$ cat src/rtl/exec_pipe.sv
// Single-issue execute stage: one-cycle ALU ops, multi-cycle MUL, one-deep output register.
// Operands are captured at acceptance so upstream may change them while a MUL runs.
`timescale 1ns/1ps
module exec_pipe #(
  parameter int WIDTH   = 32,
  parameter int MUL_LAT = 4
) (
  input  logic             clk,
  input  logic             rst,
  input  logic             in_valid,
  output logic             in_ready,
  input  logic [3:0]       op,
  input  logic             src_imm,
  input  logic             jmp_sel,
  input  logic [WIDTH-1:0] R1,
  input  logic [WIDTH-1:0] R2,
  input  logic [WIDTH-1:0] imm_s,
  input  logic [WIDTH-1:0] pc_n,
  output logic             out_valid,
  input  logic             out_ready,
  output logic [WIDTH-1:0] result,
  output logic [WIDTH-1:0] pc_jmp,
  output logic [WIDTH-1:0] wdata,
  output logic             err,
  output logic             busy
);

  localparam int SHW   = (WIDTH > 1) ? $clog2(WIDTH) : 1;
  localparam int CNT_W = 5;

  typedef enum logic [0:0] {
    IDLE    = 1'b0,
    MUL_RUN = 1'b1
  } state_t;

  state_t             state_q, state_d;
  logic [CNT_W-1:0]   cnt_q, cnt_d;
  logic               out_valid_q, out_valid_d;
  logic [WIDTH-1:0]   result_q, result_d;
  logic [WIDTH-1:0]   pc_jmp_q, pc_jmp_d;
  logic [WIDTH-1:0]   wdata_q, wdata_d;
  logic               err_q, err_d;
  logic [WIDTH-1:0]   mul_a_q, mul_a_d;
  logic [WIDTH-1:0]   mul_b_q, mul_b_d;
  logic [WIDTH-1:0]   pend_pc_q, pend_pc_d;
  logic [WIDTH-1:0]   pend_wdata_q, pend_wdata_d;

  logic [WIDTH-1:0]   b_op;
  logic [WIDTH-1:0]   jmp_tgt;
  logic [WIDTH-1:0]   alu_res;
  logic               alu_err;
  logic [WIDTH-1:0]   mul_prod;
  logic [SHW-1:0]     shamt;
  logic               accept;

  assign b_op     = src_imm ? imm_s : R2;
  assign jmp_tgt  = jmp_sel ? R2 : (pc_n + imm_s);
  assign shamt    = b_op[SHW-1:0];
  assign mul_prod = mul_a_q * mul_b_q;

  // Slot is free, or is being drained this same cycle; never during reset.
  assign in_ready = (state_q == IDLE) && (!out_valid_q || out_ready) && !rst;
  assign accept   = in_valid && in_ready;

  always_comb begin
    alu_res = '0;
    alu_err = 1'b0;
    case (op)
      4'd0: alu_res = R1 + b_op;
      4'd1: alu_res = R1 - b_op;
      4'd2: alu_res = R1 & b_op;
      4'd3: alu_res = R1 | b_op;
      4'd4: alu_res = R1 ^ b_op;
      4'd5: alu_res = R1 << shamt;
      4'd6: alu_res = R1 >> shamt;
      4'd7: alu_res = $unsigned($signed(R1) >>> shamt);
      4'd8: alu_res = {{(WIDTH-1){1'b0}}, ($signed(R1) < $signed(b_op))};
      4'd9: alu_res = '0;
      default: begin
        alu_res = '0;
        alu_err = 1'b1;
      end
    endcase
  end

  always_comb begin
    state_d      = state_q;
    cnt_d        = cnt_q;
    out_valid_d  = out_valid_q;
    result_d     = result_q;
    pc_jmp_d     = pc_jmp_q;
    wdata_d      = wdata_q;
    err_d        = err_q;
    mul_a_d      = mul_a_q;
    mul_b_d      = mul_b_q;
    pend_pc_d    = pend_pc_q;
    pend_wdata_d = pend_wdata_q;

    if (out_valid_q && out_ready) begin
      out_valid_d = 1'b0;
    end

    case (state_q)
      IDLE: begin
        if (accept) begin
          if (op == 4'd9) begin
            state_d      = MUL_RUN;
            cnt_d        = CNT_W'(MUL_LAT - 1);
            mul_a_d      = R1;
            mul_b_d      = b_op;
            pend_pc_d    = jmp_tgt;
            pend_wdata_d = R2;
          end else begin
            out_valid_d = 1'b1;
            result_d    = alu_res;
            pc_jmp_d    = jmp_tgt;
            wdata_d     = R2;
            err_d       = alu_err;
          end
        end
      end
      MUL_RUN: begin
        cnt_d = cnt_q - 1'b1;
        // Output slot is guaranteed empty here: a MUL only starts when it drains.
        if (cnt_q == CNT_W'(1)) begin
          state_d     = IDLE;
          cnt_d       = '0;
          out_valid_d = 1'b1;
          result_d    = mul_prod;
          pc_jmp_d    = pend_pc_q;
          wdata_d     = pend_wdata_q;
          err_d       = 1'b0;
        end
      end
      default: state_d = IDLE;
    endcase
  end

  always_ff @(posedge clk) begin
    if (rst) begin
      state_q      <= IDLE;
      cnt_q        <= '0;
      out_valid_q  <= 1'b0;
      result_q     <= '0;
      pc_jmp_q     <= '0;
      wdata_q      <= '0;
      err_q        <= 1'b0;
      mul_a_q      <= '0;
      mul_b_q      <= '0;
      pend_pc_q    <= '0;
      pend_wdata_q <= '0;
    end else begin
      state_q      <= state_d;
      cnt_q        <= cnt_d;
      out_valid_q  <= out_valid_d;
      result_q     <= result_d;
      pc_jmp_q     <= pc_jmp_d;
      wdata_q      <= wdata_d;
      err_q        <= err_d;
      mul_a_q      <= mul_a_d;
      mul_b_q      <= mul_b_d;
      pend_pc_q    <= pend_pc_d;
      pend_wdata_q <= pend_wdata_d;
    end
  end

  assign out_valid = out_valid_q;
  assign result    = result_q;
  assign pc_jmp    = pc_jmp_q;
  assign wdata     = wdata_q;
  assign err       = err_q;
  assign busy      = (state_q == MUL_RUN);

endmodule

$ cat config.mk
export PLATFORM = sky130hd
export DESIGN_NAME = exec_pipe
export DESIGN_NICKNAME = d
export VERILOG_FILES = /design/src/rtl/exec_pipe.sv
export SDC_FILE = /design/constraint.sdc
export NUM_CORES = 2
export LEC_CHECK = 0
export CORE_ASPECT_RATIO = 1.4
export CORE_MARGIN = 2
export CORE_UTILIZATION = 35
export CTS_CLUSTER_DIAMETER = 50
export DETAILED_ROUTE_END_ITERATION = 8
export PLACE_DENSITY_LB_ADDON = 0.25
export SETUP_SLACK_MARGIN = 0.4
export SYNTH_ARGS = -nofsm -noshare
export SYNTH_HDL_FRONTEND = slang
export SYNTH_SLANG_ARGS = --single-unit
export TNS_END_PERCENT = 30
$ cat constraint.sdc
create_clock -name clk -period 8.9 [get_ports clk]
set_input_delay 1.78 -clock clk [delete_from_list [all_inputs] [get_ports clk]]
set_output_delay 1.78 -clock clk [all_outputs]
set_load 0.05 [all_outputs]
==> run_results.csv <==
group,metric,value,unit
global_route,grt_use_met1,32.89,%
flow_run,max_cap_viol_count,0,
power,p_clk_share,33.6,%
global_route,overflow,0,
final_layout,final_cell_mix,"nand2_1 (564), inv_1 (489), fa_1 (411)",
clock_network,cts_htree_levels,1,
critical_path,r2r-start,"mul_b_q[9]",
final_layout,final_cells,5828,
clock_network,cts_tree,"done",
clock_network,root_buffer,"clkbuf_16",
sta,finalSetupViolCount,0,
critical_path,path_common_cell,"fa_1",
place,gp_congestion,1.026,
place,dpl.hpwl,117000,um
global_route,grt_max_degree,95,
logic_synthesis,syn-num-nets,5204,
clock_network,numCtsBuffers,29,
detailed_routing,finalWirelength,149000,um
critical_path,r2r_setup_slack,1.19,ns
global_route,grt_usage,28.38,%
critical_path,regToRegEndpoint,"result[27]",
power,intPower,0.002250,W
critical_path,worst-r2r-cell-count,23,
critical_path,crit_path_top_delay_cell,"dfxtp_1",
clock_network,clk_path_buf_depth,3,
power,p_seq_share,29.4,%
place,dp_slack,1.310,ns
power,p_leak,17.52,nW
outcome,status,"finished clean",
detailed_routing,via_per_inst,5.640,
logic_synthesis,synth_top_area_share,23.03,%
detailed_routing,drcViolationCount,0,
detailed_routing,vias,32870,
detailed_routing,first_pass_iters,7,
critical_path,crit_chain,"buf_4, nand2_1, fa_1, inv_1, fa_1, fa_1, inv_1, fa_1, inv_1, fa_1, fa_1, fa_1, fa_1, ha_1, and4_1, nand3_1, a211o_1, a41oi_1, nor2_1, o21bai_1, xor2_1, nand2_1, a311oi_1",
sta,rsz0062_at_grt,"no",
global_route,grtUsageMet2,48.68,%
logic_synthesis,syn_inst,4402,
power,power_per_cell_area,93.60,nW/um^2
logic_synthesis,synth_edf_count,0,
sta,worst_pin_slew,1.228,ns
clock_network,clk_latency,0.62,ns
global_route,antenna_found_initial,12,
logic_synthesis,yosys_warnings,0,
logic_synthesis,yosysTopAreaCell,"fa_1",
floorplan,fp.dieW,274.0,um
critical_path,cp.arrival,8.22,ns
clock_network,cts_setup_buffers,0,
critical_path,critPathKind,"flip-flop to flip-flop",
detailed_routing,wl_per_cell,25.56,um
power,comb_power_share,37.0,%
final_layout,multi_input_area,28120,um^2
logic_synthesis,seq_area_frac_synth,13.00,%
place,io_buffers,237,
final_layout,area_growth,13.46,%
clock_network,clk_pin_slew,0.07,ns
critical_path,timing.critical_path.to_type,"flip-flop",
sta,hold_viol,0,
floorplan,start_util,35.31,%
detailed_routing,drt_iter0_markers,2556,
critical_path,cp-endpoint,"result[27]",
global_route,busiest_layer,"met2",
logic_synthesis,synth_cell_types,87,
floorplan,core_area,101200,um^2
logic_synthesis,syn_avg_cell_area,8.117,um^2
min_path,hold_class,"flip-flop to flip-flop",
final_layout,final_common_cell,"nand2_1",
critical_path,max_stage_delay,0.90,ns
floorplan,die_y,382.1,um
sta,finalCritPeriodShare,86.62,%
sta,fin_crit,7.710,ns
critical_path,crit_path_max_fanout,14,
floorplan,rows,138,
sta,tns,0,ns
final_layout,drive_above_1_share,5.872,%
power,total_power,0.003795,W
final_layout,regArea,4648,um^2
floorplan,ios,238,
place,dp.cells,5772,
critical_path,start_kind,"flip-flop",
clock_network,cts.hold.buffers_added,0,
sta,maxSlewViolCount,0,
clock_network,cts_resized,0,
global_route,grt_first_pass_wirelength,222800,um
final_layout,fillers,10520,
sta,fmax,0.1297,GHz
sta,worst_clock_skew,0.03772,ns
power,p_sw,0.001545,W
critical_path,cp-startpoint,"mul_b_q[9]",
critical_path,critPathRequiredTime,9.41,ns
power,p_sw_share,40.71,%
global_route,grt_pass1_vias,34100,
logic_synthesis,synth_area_leaders,"fa_1 (23%), dfxtp_1 (13%), ha_1 (8.9%)",
floorplan,fp.dieArea,104700,um^2
logic_synthesis,synth-seq-cells,232,
sta,slew_headroom,15.82,%
clock_network,cts.sinks,232,
logic_synthesis,ys.flop_type,"dfxtp_1",
global_route,grtUsageMet3,5.175,%
sta,setup_ws,1.190,ns
final_layout,fin_nets,5275,
logic_synthesis,syn_area,35730,um^2
detailed_routing,drtAntennaViolNets,0,
logic_synthesis,ys_async_sr_fraction,0,%
power,ir_worst_vdd,0.1705,mV
## worst max-delay path: cells and delay by family, from the launching register on
kind	cells	cell delay, ns
flops	1	0.90
simple gates	5	0.69
fa+ha+maj	9	4.18
buf+inv	4	0.49
compound gates	4	1.16
xor+xnor	1	0.16
## kinds of logic after synthesis
| logic type | synth area share [%] |
|---|---|
| flops | 13.00 |
| buf+inv | 8.586 |
| xor+xnor | 2.549 |
| fa+ha+maj | 31.89 |
| mux | 7.189 |
| compound gates | 17.91 |
| simple gates | 18.88 |
## power groups by stage
stage               registers (W)  logic (W)  clock network (W)
CTS                       0.00112    0.00138            0.00129
finish                    0.00112    0.00140            0.00127
global placement          0.00114    0.00137                  0
floorplan                 0.00123   0.000734                  0
global route              0.00112    0.00148            0.00133
detailed placement        0.00114    0.00137                  0
## sequential cells by signal, summed over array words and instances, names as in the netlist
| name | flops |
|---|---|
| busy | 1 |
| cnt_q | 5 |
| err | 1 |
| mul_a_q | 32 |
| mul_b_q | 32 |
| out_valid | 1 |
| pc_jmp | 32 |
| pend_pc_q | 32 |
| pend_wdata_q | 32 |
| result | 32 |
| wdata | 32 |
## metrics by stage
step,utilization [%],hold WS [ns],instance area [um^2]
finish,40.07,0.4518,40540
global route,40.06,0.4722,40540
CTS,40.06,0.4556,40540
detailed placement,39.05,0.4452,39520
global placement,39.05,0.4395,39520
floorplan,-,0.4323,35730
## cell usage after synthesis (11+ instances only)
library cell and number:
or2_2 11, nor2b_1 17, xor2_1 29, mux2i_1 143
o211ai_1 41, xnor2_1 75, clkbuf_1 270, a21o_1 47
o22ai_1 19, ha_1 253, o21a_1 24, nand2b_1 31
o2111ai_1 14, mux4_2 42, dfxtp_1 232, o221ai_1 16
a22oi_1 11, a221oi_1 25, o21ai_0 150, o31ai_1 18
a31oi_1 35, nand2_1 565, a211oi_1 129, or3_1 19
and2_1 326, nor2_1 297, inv_1 489, and3_1 15
o21bai_1 18, nor3_1 76, a311oi_1 18, nand3_1 51
buf_1 16, a211o_1 17, buf_2 20, fa_1 411
a21oi_1 270
## final cells by class
type | count | share of cell area (%)
diodes | 2 | 0.01234
clock buffers | 31 | 1.858
clock inverters | 23 | 0.6605
inverters | 494 | 4.580
multi-input cells | 3366 | 69.36
flip-flops and latches | 232 | 11.47
well taps | 1330 | 4.105
repair buffers | 350 | 7.959
## how the worst min path moves through the flow
stage	slack [ns]	to	depth (start not counted)	from
floorplan	0.43	pend_pc_q[23]	2	pend_pc_q[23]
global placement	0.44	pend_pc_q[23]	2	pend_pc_q[23]
detailed placement	0.45	pc_jmp[14]	2	pc_jmp[14]
CTS	0.46	pc_jmp[8]	2	pc_jmp[8]
global route	0.47	pc_jmp[9]	2	pc_jmp[9]
finish	0.45	pc_jmp[8]	2	pc_jmp[8]
## metal layers
| layer | wire (um) | part of all wire, % |
|---|---|---|
| met5 | 60 | 0.040 |
| met1 | 55490 | 37 |
| met3 | 10680 | 7.2 |
| met2 | 72310 | 49 |
| met4 | 10420 | 7.0 |
Power figures use the tool's default switching activity.
